**src/rtl/prisc_pkg.sv**
```systemverilog
// prisc_pkg: opcode constants, sequencer state enumeration and flag bit positions.
package prisc_pkg;
    typedef enum logic [2:0] {FETCH, DECODE, EXEC, MEM, WB, HALT} state_t;
    localparam logic [5:0] OP_LOAD = 6'b011000;
    localparam logic [5:0] OP_B    = 6'b100000;
    localparam logic [5:0] OP_JAL  = 6'b101000;
    localparam logic [5:0] OP_BC   = 6'b101001;
    localparam logic [5:0] OP_BNC  = 6'b101010;
    localparam logic [5:0] OP_BR   = 6'b101011;
    localparam logic [5:0] OP_BS   = 6'b110000;
    localparam logic [5:0] OP_BZ   = 6'b110001;
    localparam logic [5:0] OP_BNZ  = 6'b110010;
    localparam logic [5:0] OP_HALT = 6'b111111;
    localparam logic [2:0] OP_MEM_CLASS = 3'b011;
    localparam int FLAG_Z = 0;
    localparam int FLAG_S = 1;
    localparam int FLAG_C = 2;
endpackage

```
**src/rtl/prisc_sequencer_if.sv**
```systemverilog
// prisc_sequencer_if: fetch, execute and data-memory handshake bundle of the sequencer.
interface prisc_sequencer_if;
    logic        imem_req;
    logic [31:0] imem_addr;
    logic        imem_ack;
    logic [31:0] imem_rdata;
    logic [31:0] ir;
    logic        exec_start;
    logic        exec_done;
    logic        alu_zero;
    logic        alu_sign;
    logic        alu_carry;
    logic        mem_req;
    logic        mem_ack;
    logic [31:0] reg_target;
    logic        rf_we;
    logic [2:0]  flags;
    logic        halted;
    modport master (
        output imem_req, imem_addr, ir, exec_start, mem_req, rf_we, flags, halted,
        input  imem_ack, imem_rdata, exec_done, alu_zero, alu_sign, alu_carry, mem_ack, reg_target
    );
    modport slave (
        input  imem_req, imem_addr, ir, exec_start, mem_req, rf_we, flags, halted,
        output imem_ack, imem_rdata, exec_done, alu_zero, alu_sign, alu_carry, mem_ack, reg_target
    );
endinterface

```
**src/rtl/prisc_branch_eval.sv**
```systemverilog
// prisc_branch_eval: branch-taken decision from opcode and registered flags; unknown opcodes are not taken.
module prisc_branch_eval import prisc_pkg::*; (
    input  logic [5:0] opcode,
    input  logic [2:0] flags,
    output logic       taken
);
    assign taken = opcode == OP_B || opcode == OP_JAL || opcode == OP_BR
                || (opcode == OP_BZ  &&  flags[FLAG_Z])
                || (opcode == OP_BNZ && !flags[FLAG_Z])
                || (opcode == OP_BS  &&  flags[FLAG_S])
                || (opcode == OP_BC  &&  flags[FLAG_C])
                || (opcode == OP_BNC && !flags[FLAG_C]);
endmodule

```
**src/rtl/prisc_sequencer.sv**
```systemverilog
// prisc_sequencer: FETCH/DECODE/EXEC/MEM/WB/HALT instruction sequencer.
// PRISC_LINK_EN: opcode 101000 also pulses rf_we in its branch-resolve cycle.
module prisc_sequencer import prisc_pkg::*; #(
    parameter logic [31:0] RESET_PC = 32'h0000_0000
) (
    input logic              clk,
    input logic              rst,
    prisc_sequencer_if.master bus
);
    state_t      state_q, state_d;
    logic [31:0] pc_q, pc_d, ir_q, ir_d, pc_inc, br_target;
    logic [2:0]  flags_q, flags_d;
    logic        run_q, run_d, taken, link_we;
    logic [5:0]  opcode;
    assign opcode    = ir_q[31:26];
    assign pc_inc    = pc_q + 32'd1;
    assign br_target = opcode == OP_BR ? bus.reg_target : pc_q + {{6{ir_q[25]}}, ir_q[25:0]};
    prisc_branch_eval u_branch_eval (.opcode(opcode), .flags(flags_q), .taken(taken));
`ifdef PRISC_LINK_EN
    assign link_we = state_q == EXEC && bus.exec_done && opcode == OP_JAL;
`else
    assign link_we = 1'b0;
`endif
    always_comb begin
        state_d = state_q;
        pc_d    = pc_q;
        ir_d    = ir_q;
        flags_d = flags_q;
        run_d   = 1'b1;
        case (state_q)
            FETCH: if (run_q && bus.imem_ack) begin
                ir_d    = bus.imem_rdata;
                state_d = DECODE;
            end
            DECODE: state_d = opcode == OP_HALT ? HALT : EXEC;
            EXEC: if (bus.exec_done) begin
                flags_d = opcode[5] ? flags_q : {bus.alu_carry, bus.alu_sign, bus.alu_zero};
                pc_d    = !opcode[5] ? pc_q : taken ? br_target : pc_inc;
                state_d = opcode[5:3] == OP_MEM_CLASS ? MEM : opcode[5] ? FETCH : WB;
            end
            MEM: if (bus.mem_ack) begin
                pc_d    = opcode == OP_LOAD ? pc_q : pc_inc;
                state_d = opcode == OP_LOAD ? WB : FETCH;
            end
            WB: begin
                pc_d    = pc_inc;
                state_d = FETCH;
            end
            default: ;
        endcase
    end
    // run_q holds off the first fetch request until the first edge after reset release
    always_ff @(posedge clk or posedge rst) begin
        if (rst) begin
            state_q <= FETCH;
            pc_q    <= RESET_PC;
            ir_q    <= '0;
            flags_q <= '0;
            run_q   <= 1'b0;
        end else begin
            state_q <= state_d;
            pc_q    <= pc_d;
            ir_q    <= ir_d;
            flags_q <= flags_d;
            run_q   <= run_d;
        end
    end
    assign bus.imem_req   = run_q && state_q == FETCH;
    assign bus.imem_addr  = pc_q;
    assign bus.ir         = ir_q;
    assign bus.exec_start = state_q == DECODE && opcode != OP_HALT;
    assign bus.mem_req    = state_q == MEM;
    assign bus.rf_we      = state_q == WB || link_we;
    assign bus.flags      = flags_q;
    assign bus.halted     = state_q == HALT;
endmodule

```
**src/flat_wrapper.sv**
```systemverilog
// flat-port wrapper written by rule: the top's interface ports become plain ports
module prisc_sequencer_flat import prisc_pkg::*;
#(
    parameter logic [31:0] RESET_PC = 32'h0000_0000
)
  (clk, rst, bus_imem_req, bus_imem_addr, bus_ir, bus_exec_start, bus_mem_req, bus_rf_we, bus_flags, bus_halted, bus_imem_ack, bus_imem_rdata, bus_exec_done, bus_alu_zero, bus_alu_sign, bus_alu_carry, bus_mem_ack, bus_reg_target);
  prisc_sequencer_if bus_i ();
  input logic clk;
  input logic rst;
  output wire logic [$bits(bus_i.imem_req)-1:0] bus_imem_req;
  output wire logic [$bits(bus_i.imem_addr)-1:0] bus_imem_addr;
  output wire logic [$bits(bus_i.ir)-1:0] bus_ir;
  output wire logic [$bits(bus_i.exec_start)-1:0] bus_exec_start;
  output wire logic [$bits(bus_i.mem_req)-1:0] bus_mem_req;
  output wire logic [$bits(bus_i.rf_we)-1:0] bus_rf_we;
  output wire logic [$bits(bus_i.flags)-1:0] bus_flags;
  output wire logic [$bits(bus_i.halted)-1:0] bus_halted;
  input wire logic [$bits(bus_i.imem_ack)-1:0] bus_imem_ack;
  input wire logic [$bits(bus_i.imem_rdata)-1:0] bus_imem_rdata;
  input wire logic [$bits(bus_i.exec_done)-1:0] bus_exec_done;
  input wire logic [$bits(bus_i.alu_zero)-1:0] bus_alu_zero;
  input wire logic [$bits(bus_i.alu_sign)-1:0] bus_alu_sign;
  input wire logic [$bits(bus_i.alu_carry)-1:0] bus_alu_carry;
  input wire logic [$bits(bus_i.mem_ack)-1:0] bus_mem_ack;
  input wire logic [$bits(bus_i.reg_target)-1:0] bus_reg_target;
  assign bus_imem_req = bus_i.imem_req;
  assign bus_imem_addr = bus_i.imem_addr;
  assign bus_ir = bus_i.ir;
  assign bus_exec_start = bus_i.exec_start;
  assign bus_mem_req = bus_i.mem_req;
  assign bus_rf_we = bus_i.rf_we;
  assign bus_flags = bus_i.flags;
  assign bus_halted = bus_i.halted;
  assign bus_i.imem_ack = bus_imem_ack;
  assign bus_i.imem_rdata = bus_imem_rdata;
  assign bus_i.exec_done = bus_exec_done;
  assign bus_i.alu_zero = bus_alu_zero;
  assign bus_i.alu_sign = bus_alu_sign;
  assign bus_i.alu_carry = bus_alu_carry;
  assign bus_i.mem_ack = bus_mem_ack;
  assign bus_i.reg_target = bus_reg_target;
  prisc_sequencer #(.RESET_PC(RESET_PC)) u_core (.clk(clk), .rst(rst), .bus(bus_i));
endmodule
```
**config.mk**
```make
export PLATFORM = sky130hd
export DESIGN_NAME = prisc_sequencer_flat
export DESIGN_NICKNAME = d
export VERILOG_FILES = /design/src/rtl/prisc_pkg.sv /design/src/rtl/prisc_sequencer_if.sv /design/src/rtl/prisc_branch_eval.sv /design/src/rtl/prisc_sequencer.sv /design/src/flat_wrapper.sv
export SDC_FILE = /design/constraint.sdc
export NUM_CORES = 1
export LEC_CHECK = 0
export ABC_CLOCK_PERIOD_IN_PS = 3300
export CORE_ASPECT_RATIO = 0.8
export CORE_MARGIN = 1
export CORE_UTILIZATION = 50
export DETAILED_ROUTE_END_ITERATION = 7
export PLACE_DENSITY = 0.93
export SLEW_MARGIN = 25
export SYNTH_ARGS = -nofsm -noshare
export SYNTH_HDL_FRONTEND = slang
export SYNTH_SLANG_ARGS = --single-unit
```
**constraint.sdc**
```tcl
create_clock -name clk -period 3.3 [get_ports clk]
set_input_delay 0.66 -clock clk [delete_from_list [all_inputs] [get_ports clk]]
set_output_delay 0.66 -clock clk [all_outputs]
set_load 0.01 [all_outputs]
```
* Word level (Yosys, flattened, before mapping)
Cells that the tools add are included.
** Word-level totals
- Register bits after elaboration :: 71
- Latch bits :: 0
- RAM bits :: 0
- ROM bits :: 0
- Output and inout bits :: 72
- Word-level logic and storage cells :: 69
- Memories kept :: 0
** Operators by class
- Add/sub/neg operators :: 2
- $mul :: 0
- Divide/modulo/power cells :: 0
- $lt $le $gt $ge :: 0
- Equal/unequal tests :: 22
- Shifts and indexed selects :: 0
- Mux-type cells :: 15
- Bitwise logic cells :: 1
- Reduce and logical (&&, ||, !) cells :: 24
** Operators by type and width (count)
- 2-to-1 mux 32 bit :: 6
- one-hot mux 32 bit (3 select lines) :: 1
- == test 6 bit (second input constant) :: 9
- adder 32 x 1 -> 32 bit (second input constant) :: 1
- adder 32 bit :: 1
- 2-to-1 mux 3 bit :: 7
- one-hot mux 3 bit (5 select lines) :: 1
- == test 3 x 2 -> 1 bit (second input constant) :: 3
- logical AND 1 bit :: 8
- logical OR 1 bit :: 7
- == test 3 bit (second input constant) :: 2
- == test 6 x 5 -> 1 bit (second input constant) :: 1
- inequality test 2 x 1 -> 1 bit (second input constant) :: 3
- inequality test 6 bit (second input constant) :: 1
- AND reduction 5 bit :: 1
- nonzero test 5 bit :: 1
- inequality test 2 bit (second input constant) :: 2
- AND reduction 4 bit :: 1
- == test 3 x 1 -> 1 bit (second input constant) :: 1
- zero test 3 bit :: 1
- AND reduction 3 bit :: 1
- nonzero test 3 bit :: 1
- zero test 1 bit :: 2
- AND reduction 2 bit :: 1
- NOT 1 bit :: 1

* Logic depth before layout (Yosys ltp)
Gate-level depths: netlist (run 1).
- Depth after elaboration :: 12
- Mapped depth :: 11

* Hierarchy
Synthesis (run 1) repeated with hierarchy kept, for this count alone.
** Second synthesis, totals
- Cell total of the unflattened synthesis :: 643
- Area, all modules :: 5475.3 µm²
** By module, submodules not included
- prisc_sequencer :: instances 1, cells each 633, area an instance 5401.4 µm², sequential area each 1776.7 µm²
- prisc_branch_eval :: instances 1, cells each 10, area an instance 73.8 µm², sequential area each 0.0 µm²

* Worst setup path after synthesis (run 1)
No wires, ideal clock.
- Kind :: register -> register
- Start :: register u_core.pc_q[0] (netlist: u_core.bus.imem_addr[0])
- End :: register u_core.pc_q[30] (netlist: u_core.bus.imem_addr[30])
- Data arrival time :: 2775 ps
- Data required time :: 3169 ps
- Slack :: 394 ps
- Cell stages (with the launch flop) :: 11
- Clock period less this slack :: 2906 ps
- Cell sequence :: dfrtp_1 > ha_1 > fa_1 > a21o_1 > a311oi_2 > nor4b_1 > or2_4 > a211oi_4 > nor2_2 > a31o_1 > or3_1
** Between the ends
- Cells in the longest elaborated chain, start to end :: 6
- Elaborated cells on any way between the ends :: 9
** RTL lines
- start, declared :: RTL line prisc_sequencer.sv:11 : logic [31:0] pc_q, pc_d, ir_q, ir_d, pc_inc, br_target;
- start signal, assigned :: RTL line prisc_sequencer.sv:62 : pc_q <= pc_d;
- adder 32 bit :: RTL line prisc_sequencer.sv:17 : assign br_target = opcode == OP_BR ? bus.reg_target : pc_q + {{6{ir_q[25]}}, ir_q[25:0]};
- 2-to-1 mux 32 bit :: RTL line prisc_sequencer.sv:17
- 2-to-1 mux 32 bit (2 in series) :: RTL line prisc_sequencer.sv:38 : pc_d = !opcode[5] ? pc_q : taken ? br_target : pc_inc;
- 2-to-1 mux 32 bit :: RTL line prisc_sequencer.sv:36 : EXEC: if (bus.exec_done) begin
- one-hot mux 32 bit (3 select lines) * :: RTL line prisc_sequencer.sv:30 : case (state_q)
Mark *: on every way between the ends. The rest lies on a longest branch, timed or not. The select of a mux whose other input is x is not followed.
A chain may end at the register's enable or synchronous reset.

* Worst setup path in the final report (run 1)
Same ends and word-level chain as after synthesis.

==> results.cfg, run 1 <==
[grt]
grt_pass1_wl_mm = 29.4
gr-total-overflow = 0
grt_use_total_pct = 32.8
grt_max_degree = 43
grt_antenna_before_repair = 0
grt_pass1_vias = 5850

[placement]
post-place-ws_ns = 0.154
portBuffers = 143
place_inst = 932
gp_congestion = 1.03
place_area_um2 = 7210
dpl.hpwl_mm = 13.7

[timing]
drv_slew = 0
setup_violations = 0
fin_crit_sh_pct = 96.0
final_hold_viol_count = 0
rsz0062_at_grt = false
slew_headroom_pct = 54.0
fin_hold_ws_ns = 0.544
layout_setup_ws_ns = 0.131
tightest_slew_ns = 0.689
fin_crit_ns = 3.17
tns_ns = 0
max_freq_mhz = 316
fin_skew_ns = 0.00662

[synth]
synth_mux_area_share_pct = 8.94
synth_xor_xnor_area_share_pct = 3.95
async_flop_share_pct = 100
synth-edff-count = 0
synth_fa_ha_area_share_pct = 7.58
ys_seq_area_share_pct = 32.1
synth-seq-cells = 71
synth_top_family_by_area = compound AO/OA/AOI/OAI gates
synth.distinct_cells = 70
synthSimpleGateAreaFrac_pct = 19.0
synth_compound_area_share_pct = 25.3
yosysWarnings = 0
syn_area_um2 = 5540
syn_area_per_cell_um2 = 8.46
synthesis.nets = 760
netlist_instances = 655
synth_flop_cell = dfrtp_1

[worst_hold_path]
hp-class = reg -> reg
holdPathStages = 1

[route]
vias = 6053
wl_per_cell_um = 19.5
wirelength_mm = 18.5
ant_nets = 0
drtPass1Iterations = 5
viasPerCell = 6.39
route.detailed.drc = 0
drt_iter0_drc = 670

[clocking]
cts_tree = yes
clock_latency_ns = 0.34
cts_buffers = 9
h-tree-depth = 3
cts_buffer_depth = 2
path_clk_slew_ns = 0.06
cts-root-buf = clkbuf_16
clkSinkCount = 71
holdBufCountCts = 0

[cells_and_area]
design_area_um2 = 7530
nets = 908
layout.cells.most_common = clkdlybuf4s50_1
n_fill_cell = 781
syn_to_final_growth_pct = 35.9
post-route-util_pct = 71.6
multi_input_area_um2 = 3610
drive_gt1_share_pct = 11.3
final_cell_count_no_fill = 948
seq_area_um2 = 1780
layout_common_cells = clkdlybuf4s50_1 (143), a21oi_1 (77), dfrtp_1 (71)
diodes = 0

[die]
die_h_um = 96.2
die_w_um = 120
start_util_pct = 52.6
ios = 144
num_rows = 33
core_area_um2 = 10500
die_area_um2 = 11500

[critical_path]
critPathKind = reg -> reg
start_kind = flip-flop
crit_required_ns = 3.51
rr_worst_depth = 10
crit_arrival_ns = 3.38
cp_max_fo = 6
endpoint_kind = flip-flop

[job]
cap_violations = 0

[status]
status = completed

[power]
p_leak_nw = 3.13
power.density_nw_per_um2 = 1190
p_total_mw = 8.93
vdd_ir_drop_max_uv = 624
==> power by group <==
part | internal, mW | total [mW] | switching [mW] | leakage, nW
registers | 1.29 | 1.93 | 0.632 | 0.859
clock network | 0.609 | 1.02 | 0.409 | 0.141
logic | 2.78 | 5.99 | 3.21 | 2.13
==> worst max-delay path: stages, from the launching register on <==
cell	delay (ns)
dfrtp_1	0.43
ha_1	0.24
fa_1	0.42
a21o_1	0.27
a311oi_4	0.37
nor4b_1	0.13
or2_4	0.31
a211oi_4	0.27
nor2_2	0.10
a31o_1	0.19
or3_1	0.31
==> cell usage after synthesis, drive strengths merged, types with 8 or more instances <==
master	count	share of area (%)
and3	11	1.2
xnor2	20	3.2
mux2	36	7.3
or3	9	1.1
o31ai	9	1.2
ha	32	7.2
dfrtp	71	32
nor2	52	3.6
mux2i	9	1.6
clkbuf	12	0.81
nand2	60	4.1
o21ai	46	4.2
a211oi	8	1.3
buf	17	1.5
inv	11	0.74
o22ai	9	1.0
nor3	22	2.0
a21oi	77	7.0
nand3	34	3.1
a21o	16	2.2
a31oi	13	1.5
==> per-layer routing <==
metal  vias up  track usage [%]  wire, um
li1       2764                -         -
met1      2833             43.0      7740
met2       423             54.4      8390
met3        33             7.29      2030
met4         0             9.58       299
met5         -                0         0
==> logic make-up after synthesis <==
logic type,after synthesis
compound gates,221
simple gates,219
flops,71
mux,45
buf+inv,40
fa+ha+maj,33
xor+xnor,25
other cells,1
==> final timing paths <==
| kind | end | slack [ns] | startpoint |
|---|---|---|---|
| worst min register to register | u_core.bus.ir[0] | 0.54 | u_core.bus.ir[0] |
| max in group asynchronous | u_core.bus.imem_addr[17] | 1.88 | rst |
| worst max register to register | u_core.bus.imem_addr[30] | 0.13 | u_core.bus.imem_addr[0] |
| worst min-delay path | u_core.bus.ir[0] | 0.54 | u_core.bus.ir[0] |
| min in group asynchronous | u_core.bus.ir[31] | 0.75 | rst |
| worst max-delay path | u_core.bus.imem_addr[30] | 0.13 | u_core.bus.imem_addr[0] |
==> cell type report <==
cell class	instances	area share (%)
multi-input cells	544	48.0
flip-flops and latches	71	23.6
repair buffers	166	21.5
clock buffers	10	3.17
well taps	140	2.33
clock inverters	6	0.930
inverters	11	0.548
==> flip-flops by register name, summed over array words and instances (netlist names) <==
signal	flops
u_core.bus.imem_addr	32
u_core.run_q	1
u_core.bus.ir	32
u_core.state_q	3
u_core.bus.flags	3
==> what timing repair did <==
item | 4_1_cts | 5_1_grt
gates resized for setup | 0 | 1
endpoints found under the setup margin | 0 | 1
buffers inserted | 0 | 0
(Power assumes the default switching activity.)
==> inputs of run 2 (changes only) <==
PLACE_DENSITY = not set   (was 0.93)
PLACE_DENSITY_LB_ADDON = 0.2   (was not set)
SYNTH_HIERARCHICAL = 1   (was not set)
==> results.cfg, run 2 <==
[timing]
tightest_slew_ns = 0.768
slew_headroom_pct = 48.8
drv_slew = 0
fin_skew_ns = 0.00595
fin_crit_sh_pct = 95.9
max_freq_mhz = 316
fin_crit_ns = 3.17
final_hold_viol_count = 0
layout_setup_ws_ns = 0.134
setup_violations = 0
tns_ns = 0
rsz0062_at_grt = false

[synth]
synth-edff-count = 0
ys_seq_area_share_pct = 32.4
synth_commonest_cells = a21oi_1 (71), dfrtp_1 (71), nand2_1 (58)
async_flop_share_pct = 100
synth_flop_cell = dfrtp_1
netlist_instances = 643
netlist.area_leader.share_pct = 32.4
yosys.area.top_type = dfrtp_1
syn_area_per_cell_um2 = 8.52
syn_area_um2 = 5480
synthesis.nets = 748
synth-seq-cells = 71
synthTopCellsByArea = dfrtp_1 (32%), ha_1 (7.3%), mux2_2 (7.2%)
synth.distinct_cells = 68
yosysWarnings = 6

[cells_and_area]
drive_gt1_share_pct = 11.2
layout_common_cells = clkdlybuf4s50_1 (143), dfrtp_1 (71), a21oi_1 (70)
nets = 891
syn_to_final_growth_pct = 35.8
diodes = 0
layout.cells.most_common = clkdlybuf4s50_1

[grt]
grt_use_total_pct = 31.4
gr-total-overflow = 0
grt_antenna_before_repair = 0
grt_pass1_vias = 5573
grt_max_degree = 46
grt_pass1_wl_mm = 28.0

[route]
wirelength_mm = 17.5
ant_nets = 0
route.detailed.drc = 0
drt_iter0_drc = 624
drtPass1Iterations = 5
wl_per_cell_um = 18.9
viasPerCell = 6.27
vias = 5821

[power]
vdd_ir_drop_max_uv = 299
combPwrFrac_pct = 5.6
power.density_nw_per_um2 = 262
switching_share_pct = 20.9
intPower_mw = 1.54
p_switching_mw = 0.407
p_total_mw = 1.95
p_leak_nw = 3.26
power_frac_seq_pct = 44.7
power_frac_clock_pct = 49.7

[critical_path]
start_kind = flip-flop
critPathKind = reg -> reg
cp_max_fo = 3
crit_required_ns = 3.51
crit_arrival_ns = 3.38
endpoint_kind = flip-flop
rr_worst_depth = 12

[die]
num_rows = 33
die_w_um = 119
die_h_um = 95.6
core_area_um2 = 10400
ios = 144
die_area_um2 = 11400
start_util_pct = 52.4

[clocking]
clock_latency_ns = 0.33
h-tree-depth = 3
holdBufCountCts = 0
cts_buffer_depth = 2
cts_tree = yes
clkSinkCount = 71
cts_buffers = 9
cts-root-buf = clkbuf_16
path_clk_slew_ns = 0.06

[placement]
portBuffers = 143
dpl.hpwl_mm = 12.8
post-place-ws_ns = 0.0836
gp_congestion = 0.931

[status]
status = completed

[worst_hold_path]
holdPathStages = 1
hp-class = reg -> reg

[job]
cap_violations = 0
[run 2: cell count changes after synthesis, sizes merged, moves of 6 or more]
cell,delta
nand3,-11
o31ai,-6
a31oi,+6
xnor2,-6
nand4,+10
nand2b,+6
or3,-7
nor3,-6
clkbuf,+9
o21ai,-8
buf,-9
[run 2: cell type report]
class	count	area, um^2
clock inverter	4	47.5
timing repair buffer	161	1590
inverter	15	56.3
clock buffer	10	239
multi-input combinational	528	3550
tap	140	175
sequential	71	1780
fill	839	3010
[run 2: critical path: stages, from the launching register on]
cell	delay [ns]
dfrtp_1	0.38
ha_1	0.23
fa_1	0.42
a21oi_2	0.20
o211ai_1	0.17
a32oi_2	0.27
buf_4	0.16
a31oi_1	0.13
a221o_1	0.41
a31o_1	0.22
a21oi_2	0.16
mux2i_1	0.21
a21oi_1	0.09
[run 2: worst paths after layout]
path / slack (ns) / from / endpoint
max: 0.13 / u_core/bus.imem_addr[0] / u_core/bus.imem_addr[28]
max reg2reg: 0.13 / u_core/bus.imem_addr[0] / u_core/bus.imem_addr[28]
min: 0.54 / u_core/bus.ir[4] / u_core/bus.ir[4]
min in group asynchronous: 0.72 / rst / u_core/run_q
min reg2reg: 0.54 / u_core/bus.ir[4] / u_core/bus.ir[4]
max in group asynchronous: 1.90 / rst / u_core/bus.ir[5]
[run 2: layer usage]
layer  track usage, %  wire length [um]
met1             41.9              7760
met2             50.3              8110
met3             7.24              1390
met4             10.8               255
met5                0                 0
[run 2: per-stage QoR]
stage	instance area, um^2	utilization (%)	cells	hold WS, ns
floorplan	5480	-	643	0.562
global placement	7120	68.2	913	0.520
detailed placement	7120	68.2	913	0.532
CTS	7410	70.9	927	0.544
global route	7440	71.2	929	0.560
finish	7440	71.2	929	0.543
[run 2: power by group through the flow]
| stage | Sequential, mW | Clock (mW) | Combinational, mW |
|---|---|---|---|
| 2_1_floorplan | 0.887 | 0 | 0.0145 |
| 5_1_grt | 0.871 | 1.02 | 0.118 |
| 3_5_place_dp | 0.887 | 0 | 0.110 |
| 6_report | 0.872 | 0.968 | 0.109 |
| 4_1_cts | 0.872 | 0.983 | 0.111 |
| 3_3_place_gp | 0.887 | 0 | 0.109 |
[run 2: what timing repair did]
| action | 4_1_cts | 5_1_grt |
|---|---|---|
| setup buffers | 0 | 2 |
| resized for setup | 0 | 2 |
| setup endpoints to repair | 0 | 2 |
[run 2: logic make-up after synthesis]
logic type / Yosys count / share of synthesized area [%]
adders and majority gates: 33 / 7.68
DFF: 71 / 32.4
other: 1 / 0.0685
AOI/OAI and AO/OA: 214 / 25.2
xor gates and xnor gates: 24 / 3.84
muxes: 39 / 7.93
buffers and inverters: 44 / 3.06
and+or+nand+nor: 217 / 19.8
==> inputs of run 3 (changes only) <==
CORE_MARGIN = 3   (was 1)
==> results.cfg, run 3 (synthesis gave the netlist of run 2 again) <==
[critical_path]
crit_chain = ha_1 > fa_1 > a21oi_2 > o211ai_1 > a32oi_2 > buf_4 > a31oi_1 > a221o_1 > a31o_1 > a21oi_2 > mux2i_1 > a21oi_1
cp_slowest_cell = fa_1
crit_top_cell = a21oi_2
r2r_slack_ns = 0.18
crit_path_max_incr_delay_ns = 0.43
critPathKind = reg -> reg
rr_worst_depth = 12
crit_arrival_ns = 3.34
cp_max_fo = 3
crit_required_ns = 3.53
endpoint_kind = flip-flop
start_kind = flip-flop

[clocking]
h-tree-depth = 3
cts_tree = yes
holdBufCountCts = 0
clkSinkCount = 71
clock_latency_ns = 0.34
cts_buffer_depth = 2
cts-root-buf = clkbuf_16
cts_buffers = 9
path_clk_slew_ns = 0.06

[die]
core_area_um2 = 10400
ios = 144
start_util_pct = 52.4
die_area_um2 = 12200
num_rows = 33
die_h_um = 99.6
die_w_um = 123

[timing]
final_hold_viol_count = 0
drv_slew = 0
fin_crit_sh_pct = 94.4
tns_ns = 0
slew_headroom_pct = 55.8
rsz0062_at_grt = false
max_freq_mhz = 321
fin_crit_ns = 3.12
setup_violations = 0
fin_skew_ns = 0.00659
tightest_slew_ns = 0.663

[cells_and_area]
nets = 893
diodes = 0
layout_common_cells = clkdlybuf4s50_1 (143), dfrtp_1 (71), a21oi_1 (70)
n_fill_cell = 802
syn_to_final_growth_pct = 35.5
drive_gt1_share_pct = 11.3
layout.cells.most_common = clkdlybuf4s50_1
post-route-util_pct = 71.0

[route]
viasPerCell = 6.32
drtPass1Iterations = 5
route.detailed.drc = 0
vias = 5893
drt_iter0_drc = 710
wl_per_cell_um = 18.7
wirelength_mm = 17.5
ant_nets = 0

[power]
vdd_ir_drop_max_uv = 333
p_leak_nw = 3.26
power.density_nw_per_um2 = 263

[grt]
gr-total-overflow = 0
grt_antenna_before_repair = 0
grt_pass1_vias = 5624
grt_max_degree = 38
grt_use_total_pct = 28.4
grt_pass1_wl_mm = 28.0

[job]
cap_violations = 0

[placement]
portBuffers = 143
dpl.hpwl_mm = 12.8
gp_congestion = 0.968

[worst_hold_path]
hp-class = reg -> reg
holdPathStages = 1

[status]
status = completed
-- run 3: cell types whose count changed in the layout (fill, tap and decap cells not counted) --
cell,previous run,this run
clkinvlp_4,1,2
buf_12,2,0
a221oi_4,1,0
clkinv_4,0,1
clkbuf_1,0,2
clkinv_2,2,1
buf_4,16,20
a221oi_2,1,2
clkbuf_8,1,0
-- run 3: area by class of cell --
cell class	count	area [um^2]	area share, %
Clock buffer	11	233	3.14
Timing Repair Buffer	163	1580	21.3
Sequential cell	71	1780	23.9
Multi-Input combinational cell	528	3540	47.7
Clock inverter	5	58.8	0.792
Tap cell	140	175	2.36
Inverter	15	56.3	0.759
-- run 3: path summary, 6_finish.rpt --
check | startpoint | endpoint
setup / recovery | u_core/bus.imem_addr[0] | u_core/bus.imem_addr[28]
hold / removal | u_core/bus.flags[1] | u_core/bus.flags[1]
setup reg to reg | u_core/bus.imem_addr[0] | u_core/bus.imem_addr[28]
hold reg to reg | u_core/bus.flags[1] | u_core/bus.flags[1]
max in group asynchronous | rst | u_core/bus.imem_addr[27]
min in group asynchronous | rst | u_core/bus.ir[19]
-- run 3: per-stage QoR --
step / power [mW] / instances / setup WS [ns] / cell area, um^2 / hold WS [ns]
2_1_floorplan: 0.902 / 643 / 0.344 / 5480 / 0.562
3_3_place_gp: 0.996 / 914 / 0.229 / 7100 / 0.520
3_5_place_dp: 0.996 / 914 / 0.153 / 7100 / 0.524
4_1_cts: 1.97 / 930 / 0.126 / 7390 / 0.537
5_1_grt: 2.02 / 933 / 0.0201 / 7420 / 0.560
6_report: 1.95 / 933 / 0.185 / 7420 / 0.531
-- run 3: power breakdown --
| part | leakage [nW] | switching, mW | internal (mW) |
|---|---|---|---|
| registers | 0.980 | 0.000219 | 0.871 |
| clock network | 0.136 | 0.386 | 0.586 |
| logic | 2.14 | 0.0325 | 0.0756 |
| total | 3.26 | 0.419 | 1.53 |
-- run 3: routing by layer --
metal | track usage, % | vias to the layer above | part of all wire [%]
met3 | 6.71 | 40 | 9.5
met5 | 0 | - | 0
met1 | 39.5 | 2803 | 42
met2 | 44.5 | 334 | 46
li1 | - | 2716 | -
met4 | 7.40 | 0 | 1.8
-- run 3: timing repair --
action,in CTS,in global routing
gates resized for setup,0,1
setup endpoints to repair,0,2
endpoints found under the hold margin,0,0
setup buffers,0,3
-- run 3: worst max-delay path, delay by kind of cell (launching register included) --
| family | cells | cell delay [ns] |
|---|---|---|
| mux | 1 | 0.20 |
| flops | 1 | 0.39 |
| compound gates | 8 | 1.58 |
| fa+ha+maj | 2 | 0.66 |
| buf+inv | 1 | 0.17 |
